File: src/rtl/mem_arbiter_pkg.sv
// Shared encodings for the two-port memory arbiter: FSM states, port IDs and defaults.
package mem_arbiter_pkg;

  localparam int unsigned DEFAULT_TIMEOUT_CYCLES = 255;

  typedef logic [1:0] state_t;
  localparam state_t ST_IDLE = 2'd0;
  localparam state_t ST_BUSY = 2'd1;
  localparam state_t ST_RESP = 2'd2;

  typedef logic port_t;
  localparam port_t PORT_F = 1'b0;
  localparam port_t PORT_L = 1'b1;

endpackage

File: src/rtl/mem_arbiter_rr_arb2.sv
// Two-way round-robin grant: combinational pick, last_grant pointer advanced only on a taken grant.
module rr_arb2
  import mem_arbiter_pkg::*;
(
  input  logic       clk,
  input  logic       rst,
  input  logic [1:0] req,
  input  logic       en,
  output logic       gnt_valid_c,
  output logic       gnt_port_c
);

  port_t last_grant;

  always_comb begin
    gnt_valid_c = |req;
    gnt_port_c  = PORT_F;
    if (req[PORT_F] && req[PORT_L]) gnt_port_c = ~last_grant;
    else if (req[PORT_L])           gnt_port_c = PORT_L;
  end

  // Reset to L so the first tie after reset goes to fetch.
  always_ff @(posedge clk) begin
    if (rst)                      last_grant <= PORT_L;
    else if (en && gnt_valid_c)   last_grant <= gnt_port_c;
  end

endmodule

File: src/rtl/mem_arbiter.sv
// Shares one memory port between fetch (F) and LSU (L): grant, hold mem_req until
// mem_ready or timeout, then a one-cycle response pulse to the owner.
module mem_arbiter
  import mem_arbiter_pkg::*;
#(
  parameter int unsigned DATA_WIDTH      = 32,
  parameter int unsigned BYTE_DATA_WIDTH = 4,
  parameter int unsigned TIMEOUT_CYCLES  = DEFAULT_TIMEOUT_CYCLES
) (
  input  logic                       clk,
  input  logic                       rst,
  input  logic                       f_req,
  input  logic [DATA_WIDTH-1:0]      f_addr,
  output logic                       f_valid,
  output logic [DATA_WIDTH-1:0]      f_rdata,
  input  logic                       l_req,
  input  logic                       l_we,
  input  logic [DATA_WIDTH-1:0]      l_addr,
  input  logic [DATA_WIDTH-1:0]      l_wdata,
  input  logic [BYTE_DATA_WIDTH-1:0] l_byte_enable,
  output logic                       l_valid,
  output logic [DATA_WIDTH-1:0]      l_rdata,
  output logic                       err,
  output logic                       mem_req,
  output logic                       mem_we,
  output logic [DATA_WIDTH-1:0]      mem_addr,
  output logic [DATA_WIDTH-1:0]      mem_wdata,
  output logic [BYTE_DATA_WIDTH-1:0] mem_byte_enable,
  input  logic                       mem_ready,
  input  logic [DATA_WIDTH-1:0]      mem_rdata
);

  localparam int unsigned CNT_W = $clog2(TIMEOUT_CYCLES + 1);
  localparam logic [CNT_W-1:0] CNT_LAST = CNT_W'(TIMEOUT_CYCLES - 1);
  localparam logic [CNT_W-1:0] CNT_MAX  = CNT_W'(TIMEOUT_CYCLES);

  state_t state, next_state;
  port_t  owner, owner_d;
  logic   [CNT_W-1:0] cnt, cnt_d;
  logic   gnt_valid_c, gnt_port_c, timeout_c;
  logic   [DATA_WIDTH-1:0] cap_c;

  logic                       f_valid_d, l_valid_d, err_d, mem_req_d, mem_we_d;
  logic [DATA_WIDTH-1:0]      f_rdata_d, l_rdata_d, mem_addr_d, mem_wdata_d;
  logic [BYTE_DATA_WIDTH-1:0] mem_byte_enable_d;

  rr_arb2 u_rr_arb2 (
    .clk         (clk),
    .rst         (rst),
    .req         ({l_req, f_req}),
    .en          (state == ST_IDLE),
    .gnt_valid_c (gnt_valid_c),
    .gnt_port_c  (gnt_port_c)
  );

  assign timeout_c = (cnt == CNT_LAST);

  always_ff @(posedge clk) begin
    if (rst) state <= ST_IDLE;
    else     state <= next_state;
  end

  always_comb begin
    next_state = state;
    case (state)
      ST_IDLE: if (gnt_valid_c) next_state = ST_BUSY;
      ST_BUSY: if (mem_ready || timeout_c) next_state = ST_RESP;
      ST_RESP: next_state = ST_IDLE;
      default: next_state = ST_IDLE;
    endcase
  end

  // Next values of every registered output; mem_ready wins over a same-cycle timeout.
  always_comb begin
    mem_req_d         = (next_state == ST_BUSY);
    f_valid_d         = (next_state == ST_RESP) && (owner == PORT_F);
    l_valid_d         = (next_state == ST_RESP) && (owner == PORT_L);
    err_d             = err;
    f_rdata_d         = f_rdata;
    l_rdata_d         = l_rdata;
    mem_we_d          = mem_we;
    mem_addr_d        = mem_addr;
    mem_wdata_d       = mem_wdata;
    mem_byte_enable_d = mem_byte_enable;
    owner_d           = owner;
    cnt_d             = cnt;
    cap_c             = '0;
    case (state)
      ST_IDLE: begin
        if (gnt_valid_c) begin
          owner_d = gnt_port_c;
          cnt_d   = '0;
          if (gnt_port_c == PORT_F) begin
            mem_we_d          = 1'b0;
            mem_addr_d        = f_addr;
            mem_wdata_d       = '0;
            mem_byte_enable_d = '1;
          end else begin
            mem_we_d          = l_we;
            mem_addr_d        = l_addr;
            mem_wdata_d       = l_wdata;
            mem_byte_enable_d = l_byte_enable;
          end
        end
      end
      ST_BUSY: begin
        if (cnt != CNT_MAX) cnt_d = cnt + CNT_W'(1);
        if (next_state == ST_RESP) begin
          err_d = ~mem_ready;
          cap_c = (mem_ready && !mem_we) ? mem_rdata : '0;
          if (owner == PORT_F) f_rdata_d = cap_c;
          else                 l_rdata_d = cap_c;
        end
      end
      ST_RESP: begin
        err_d     = 1'b0;
        f_rdata_d = '0;
        l_rdata_d = '0;
      end
      default: ;
    endcase
  end

  always_ff @(posedge clk) begin
    if (rst) begin
      f_valid         <= 1'b0;
      l_valid         <= 1'b0;
      err             <= 1'b0;
      f_rdata         <= '0;
      l_rdata         <= '0;
      mem_req         <= 1'b0;
      mem_we          <= 1'b0;
      mem_addr        <= '0;
      mem_wdata       <= '0;
      mem_byte_enable <= '0;
      owner           <= PORT_F;
      cnt             <= '0;
    end else begin
      f_valid         <= f_valid_d;
      l_valid         <= l_valid_d;
      err             <= err_d;
      f_rdata         <= f_rdata_d;
      l_rdata         <= l_rdata_d;
      mem_req         <= mem_req_d;
      mem_we          <= mem_we_d;
      mem_addr        <= mem_addr_d;
      mem_wdata       <= mem_wdata_d;
      mem_byte_enable <= mem_byte_enable_d;
      owner           <= owner_d;
      cnt             <= cnt_d;
    end
  end

endmodule

File: config.mk
export PLATFORM = sky130hd
export DESIGN_NAME = mem_arbiter
export DESIGN_NICKNAME = d
export VERILOG_FILES = /design/src/rtl/mem_arbiter_pkg.sv /design/src/rtl/mem_arbiter_rr_arb2.sv /design/src/rtl/mem_arbiter.sv
export SDC_FILE = /design/constraint.sdc
export NUM_CORES = 1
export LEC_CHECK = 0
export ABC_AREA = 1
export CORE_ASPECT_RATIO = 1.2
export CORE_MARGIN = 3
export CORE_UTILIZATION = 39
export CTS_BUF_LIST = sky130_fd_sc_hd__clkbuf_2
export DETAILED_ROUTE_END_ITERATION = 8
export GPL_TIMING_DRIVEN = 1
export PLACE_DENSITY = 0.79
export SLEW_MARGIN = 20
export SYNTH_ARGS = -nofsm -noshare
export SYNTH_HDL_FRONTEND = slang
export SYNTH_SLANG_ARGS = --single-unit
File: constraint.sdc
create_clock -name clk -period 1.31 [get_ports clk]
set_input_delay 0.393 -clock clk [delete_from_list [all_inputs] [get_ports clk]]
set_output_delay 0.393 -clock clk [all_outputs]
set_load 0.02 [all_outputs]
# After elaboration in Yosys (flattened, before gate mapping)
# Cells that the tools add are included.
# classes
addsub	1
n_eq_ne	11
n_mux	21
bitwise	3
reduce_logical	16
# op_table
operator	count
$mux 32	7
$pmux 32 s2	2
$mux 8	2
$pmux 8 s2	1
$ne 2x2->1 const B	5
$reduce_and 3->1	3
$add 8x1->8 const B	1
$eq 8x8->1 const B	1
$ne 8x8->1 const B	1
$logic_and 1x1->1	5
$eq 2x1->1 const B	2
$eq 2x2->1 const B	2
$mux 1	4
$mux 2	2
$mux 4	1
$pmux 2 s2	1
$reduce_and 2->1	2
$reduce_bool 2->1	2
$not 1->1	3
$logic_not 2->1	1
$pmux 1 s2	1
$reduce_or 2->1	1
$logic_not 1->1	1
$logic_or 1x1->1	1
# totals
ff_bits	149
inputBits	138
out_inout_bits	137

# Longest topological paths before layout
# depth
word_depth	7
depth_mapped	10
depth_no_buf	10

# Cells and area by module
# A second synthesis with hierarchy kept.
# hier_totals
hier_cells	753
hier_area_um2	5978.2
# by_module_without_submodules
module	instances	cells_each	area_each_um2
mem_arbiter	1	744	5918.2
rr_arb2	1	9	60.1

# Worst setup path after synthesis
# No wires, ideal clock.
# synth_timing
path_type	register to register
startpoint	reg cnt[0]
endpoint	reg f_rdata[19]
t_arrival_ns	1.336
setup_slack_ns	-0.096
path_stages_with_launch	11
path_buffers	1
period_less_slack_ns	1.406
path_cell_list	dfxtp_1 > inv_1 > ha_1 > inv_1 > nor2_1 > nand2_2 > nand2_2 > nand3_1 > buf_2 > nand3_1 > a21oi_1
# synth_between
elab_chain_len	7
# synth_rtl
element	line_no	rtl
start: declaration	mem_arbiter.sv:39	logic [CNT_W-1:0] cnt, cnt_d;
start signal: assignment	mem_arbiter.sv:150	cnt <= cnt_d;
$eq 8x8->1	mem_arbiter.sv:56	assign timeout_c = (cnt == CNT_LAST);
$logic_or 1x1->1	mem_arbiter.sv:67	ST_BUSY: if (mem_ready || timeout_c) next_state = ST_RESP;
$mux 2	mem_arbiter.sv:67	
$pmux 2 s2	mem_arbiter.sv:65	case (state)
$eq 2x2->1	mem_arbiter.sv:108	if (next_state == ST_RESP) begin
$ne 2x2->1 (no line)	n/a	
$reduce_and 3->1 (no line)	n/a	
end signal: assignment	mem_arbiter.sv:142	f_rdata <= f_rdata_d;
end: declaration	mem_arbiter.sv:15	output logic [DATA_WIDTH-1:0] f_rdata,
# No other way between the ends.
# A chain may end at the register's enable or synchronous reset.

# Final worst setup path
# layout_timing
startpoint	reg cnt[0]
endpoint	reg f_rdata[26]
# The elaborated chain is that of the path after synthesis.

==> results_dict.tcl <==
set metrics [dict create \
    arrival_ns 2.44 \
    fp.dieH_um 142 \
    first_global_vias 7049 \
    track_usage 0.275 \
    maximum_capacitance_violations 0 \
    post-route-drc-count 0 \
    finalNonFillerCells 1390 \
    maxClockFrequency_mhz 560 \
    netlist-cell-type-count 26 \
    post_synth_instance_area_mm2 0.00605 \
    crit_path_start_kind "register" \
    ant_nets 0 \
    drt_wl_total_um 34400 \
    initial_core_util 0.401 \
    die_width_um 120 \
    nets 1312 \
    crit_slowest_cell "dfxtp_2" \
    design_area_mm2 0.0130 \
    wire_per_inst_um 24.7 \
    path_max_fanout 8 \
    cp-end-kind "register" \
    number_of_antenna_violations_at_the_first_check_in_global_routing 1 \
    placed_cells 1258 \
    final.min_clock_period_ns 1.78 \
    post_route_clock_period_utilization 1.36 \
    clock_share_of_power 0.215 \
    maximum_root_to_sink_buffer_count 2 \
    critical_path.cell_chain "inv_2 > ha_4 > inv_2 > nor2_2 > nand2_2 > nand2_4 > nand3_4 > buf_12 > nand4_1 > o21ai_1" \
    cts_made_buffers 17 \
    clock_tree.root_cell "clkbuf_2" \
    ir_drop_mv 0.697 \
    most_frequently_used_flop_master_after_synthesis "dfxtp_1" \
    final_critical_path_setup_slack_ns -0.475 \
    dieArea_mm2 0.0170 \
    failed_checks "setup timing" \
    layout-drive-gt1-share 0.628 \
    flow.area_growth_from_synthesis_pct 115 \
    worst_pin_slew_ns 0.508 \
    number_of_pins_with_negative_max_slew_slack_in_the_final_report 0 \
    hold_path_class "input pin to register" \
    finalSetupViolations 286 \
    drt_iter0_markers 765 \
    synth.yosys.warnings 0 \
    tritoncts_clock_tree "yes" \
    leakagePower_nw 5.07 \
    hold_violations 0 \
    cellPowerDensity_mw_per_mm2 918 \
    clock_insertion_delay_worst_skew_ns 0.78 \
    dpl_worst_slack_ns -0.559 \
    grt_setup_unrepaired "yes" \
    mostFrequentLayoutCell "buf_6" \
    post_synth_inst_count 778 \
    grt_start_max_net_pins 51 \
    most-common-layout-cells "buf_6 (166), clkdlybuf4s50_1 (136), dfxtp_2 (133), nand2_1 (120), a21oi_2 (96)" \
    critPathKind "register to register" \
    worst_clock_skew_ns 0.0566 \
    pin_count 275 \
    power_frac_seq 0.421 \
    seq_area_frac_synth 0.493 \
    worstPathRequired_ns 1.96 \
    rows 49 \
    switchingPower_mw 4.30 \
    hpwlAfterDp_um 14500 \
    clkSinkCount 149 \
    synth_nets 918 \
    port-buffer-count 274 \
    syn_avg_cell_area_um2 7.77 \
    max_stage_delay_ns 0.38 \
    ys_ff_latch 149 \
    ctsHtreeMaxLevel 4 \
    cts.reportedPaths.clkPinSlew_ns 0.26 \
    cpLargestDelayFamily "simple AND/OR/NAND/NOR gates" \
    status "finished with violations" \
    critical_path_buffer_and_inverter_count 3 \
    vias 8314 \
    design.core.area_mm2 0.0151 \
    synth-async-reset-ratio 0 \
    slew_headroom 0.661 \
    postPlaceCellArea_mm2 0.00952 \
    net_switching_fraction_of_the_power 0.360 \
    grt_first_pass_wirelength_um 37300 \
    drt_pre_antenna_iters 8 \
    viasPerCell 5.98 \
    timing.critical_path.mode_cell "inv_2" \
    combinationalPowerShare 0.365 \
    globalRouteOverflowTotal 0 \
    synth-edff-count 0 \
    power_report.internal_total_mw 7.66 \
    gp_congestion 0.832 \
]
## cell usage after synthesis (5+ instances only)
master / instances / share of area
a21oi_1: 134 / 0.11
a32o_1: 33 / 0.055
buf_2: 27 / 0.022
buf_6: 5 / 0.0093
clkbuf_1: 29 / 0.018
dfxtp_1: 149 / 0.49
inv_1: 20 / 0.012
nand2_1: 156 / 0.097
nand2_2: 6 / 0.0062
nand3_1: 67 / 0.055
nand4_1: 33 / 0.034
nor2_1: 85 / 0.053
nor2_2: 5 / 0.0052
o21ai_0: 7 / 0.0058
o21ai_1: 5 / 0.0041
## metal layers
metal | wire (um) | track usage
met2 | 16500 | 0.473
met1 | 11600 | 0.304
met5 | 0 | 0
met4 | 2670 | 0.123
met3 | 3660 | 0.101
## cells by family after synthesis
family / share of synthesized area
simple gates: 0.256
compound gates: 0.179
flops: 0.493
buf+inv: 0.0681
fa+ha+maj: 0.00414
## path summary, 6_finish.rpt
path | startpoint | to | slack (ns) | cells past startpoint
worst max-delay path | cnt[0] | f_rdata[26] | -0.47 | 10
worst min-delay path | rst | state[1] | 0.06 | 4
worst max register to register | cnt[0] | f_rdata[26] | -0.47 | 10
worst min register to register | owner | l_valid | 0.49 | 2
## power by group through the flow
stage               Combinational [mW]  Sequential [mW]  Clock (mW)
CTS                               3.16             4.99        2.46
detailed placement                2.61             5.00           0
global route                      4.49             5.06        2.75
finish                            4.36             5.03        2.57
floorplan                        0.932             5.25           0
global placement                  2.59             4.99           0
## through the flow
stage                     power, mW  setup TNS, ns   util  hold WS [ns]
after floorplan                6.19        -0.0148      -         0.413
after global placement         7.58         -67.51  0.631         0.445
after detailed placement       7.61         -72.07  0.631         0.451
after CTS                      10.6         -61.24  0.728        0.0459
after global routing           12.3         -99.73  0.864        0.0322
final                          12.0         -86.34  0.864        0.0618
## sequential cells by signal, indices dropped and copies added, names as in the netlist
name                  flops
u_rr_arb2.last_grant      1
err                       1
mem_we                    1
mem_req                   1
mem_byte_enable           4
state                     2
l_valid                   1
mem_wdata                32
f_valid                   1
f_rdata                  32
cnt                       8
l_rdata                  32
owner                     1
mem_addr                 32
## cell type report
cell class	instances	area [um^2]
fill	660	2050
multi-input combinational	540	4180
timing repair buffer	438	5070
inverter	26	138
antenna	1	2.50
sequential	149	3180
clock buffer	19	95.1
tap	204	255
clock inverter	13	110
## what timing repair did
| item | 4_1_cts | 5_1_grt |
|---|---|---|
| setup endpoints to repair | 275 | 285 |
| resized for setup | 1037 | 331 |
| cloned | 11 | 23 |
| pin swaps | 54 | 107 |
| setup buffers | 32 | 39 |
| hold buffers | 0 | 0 |
## worst min-delay path, delay by kind of cell
| kind | cells | cell delay (ns) |
|---|---|---|
| buffers and inverters | 3 | 0.38 |
| AND/OR/NAND/NOR | 1 | 0.06 |
(Power assumes the default switching activity.)
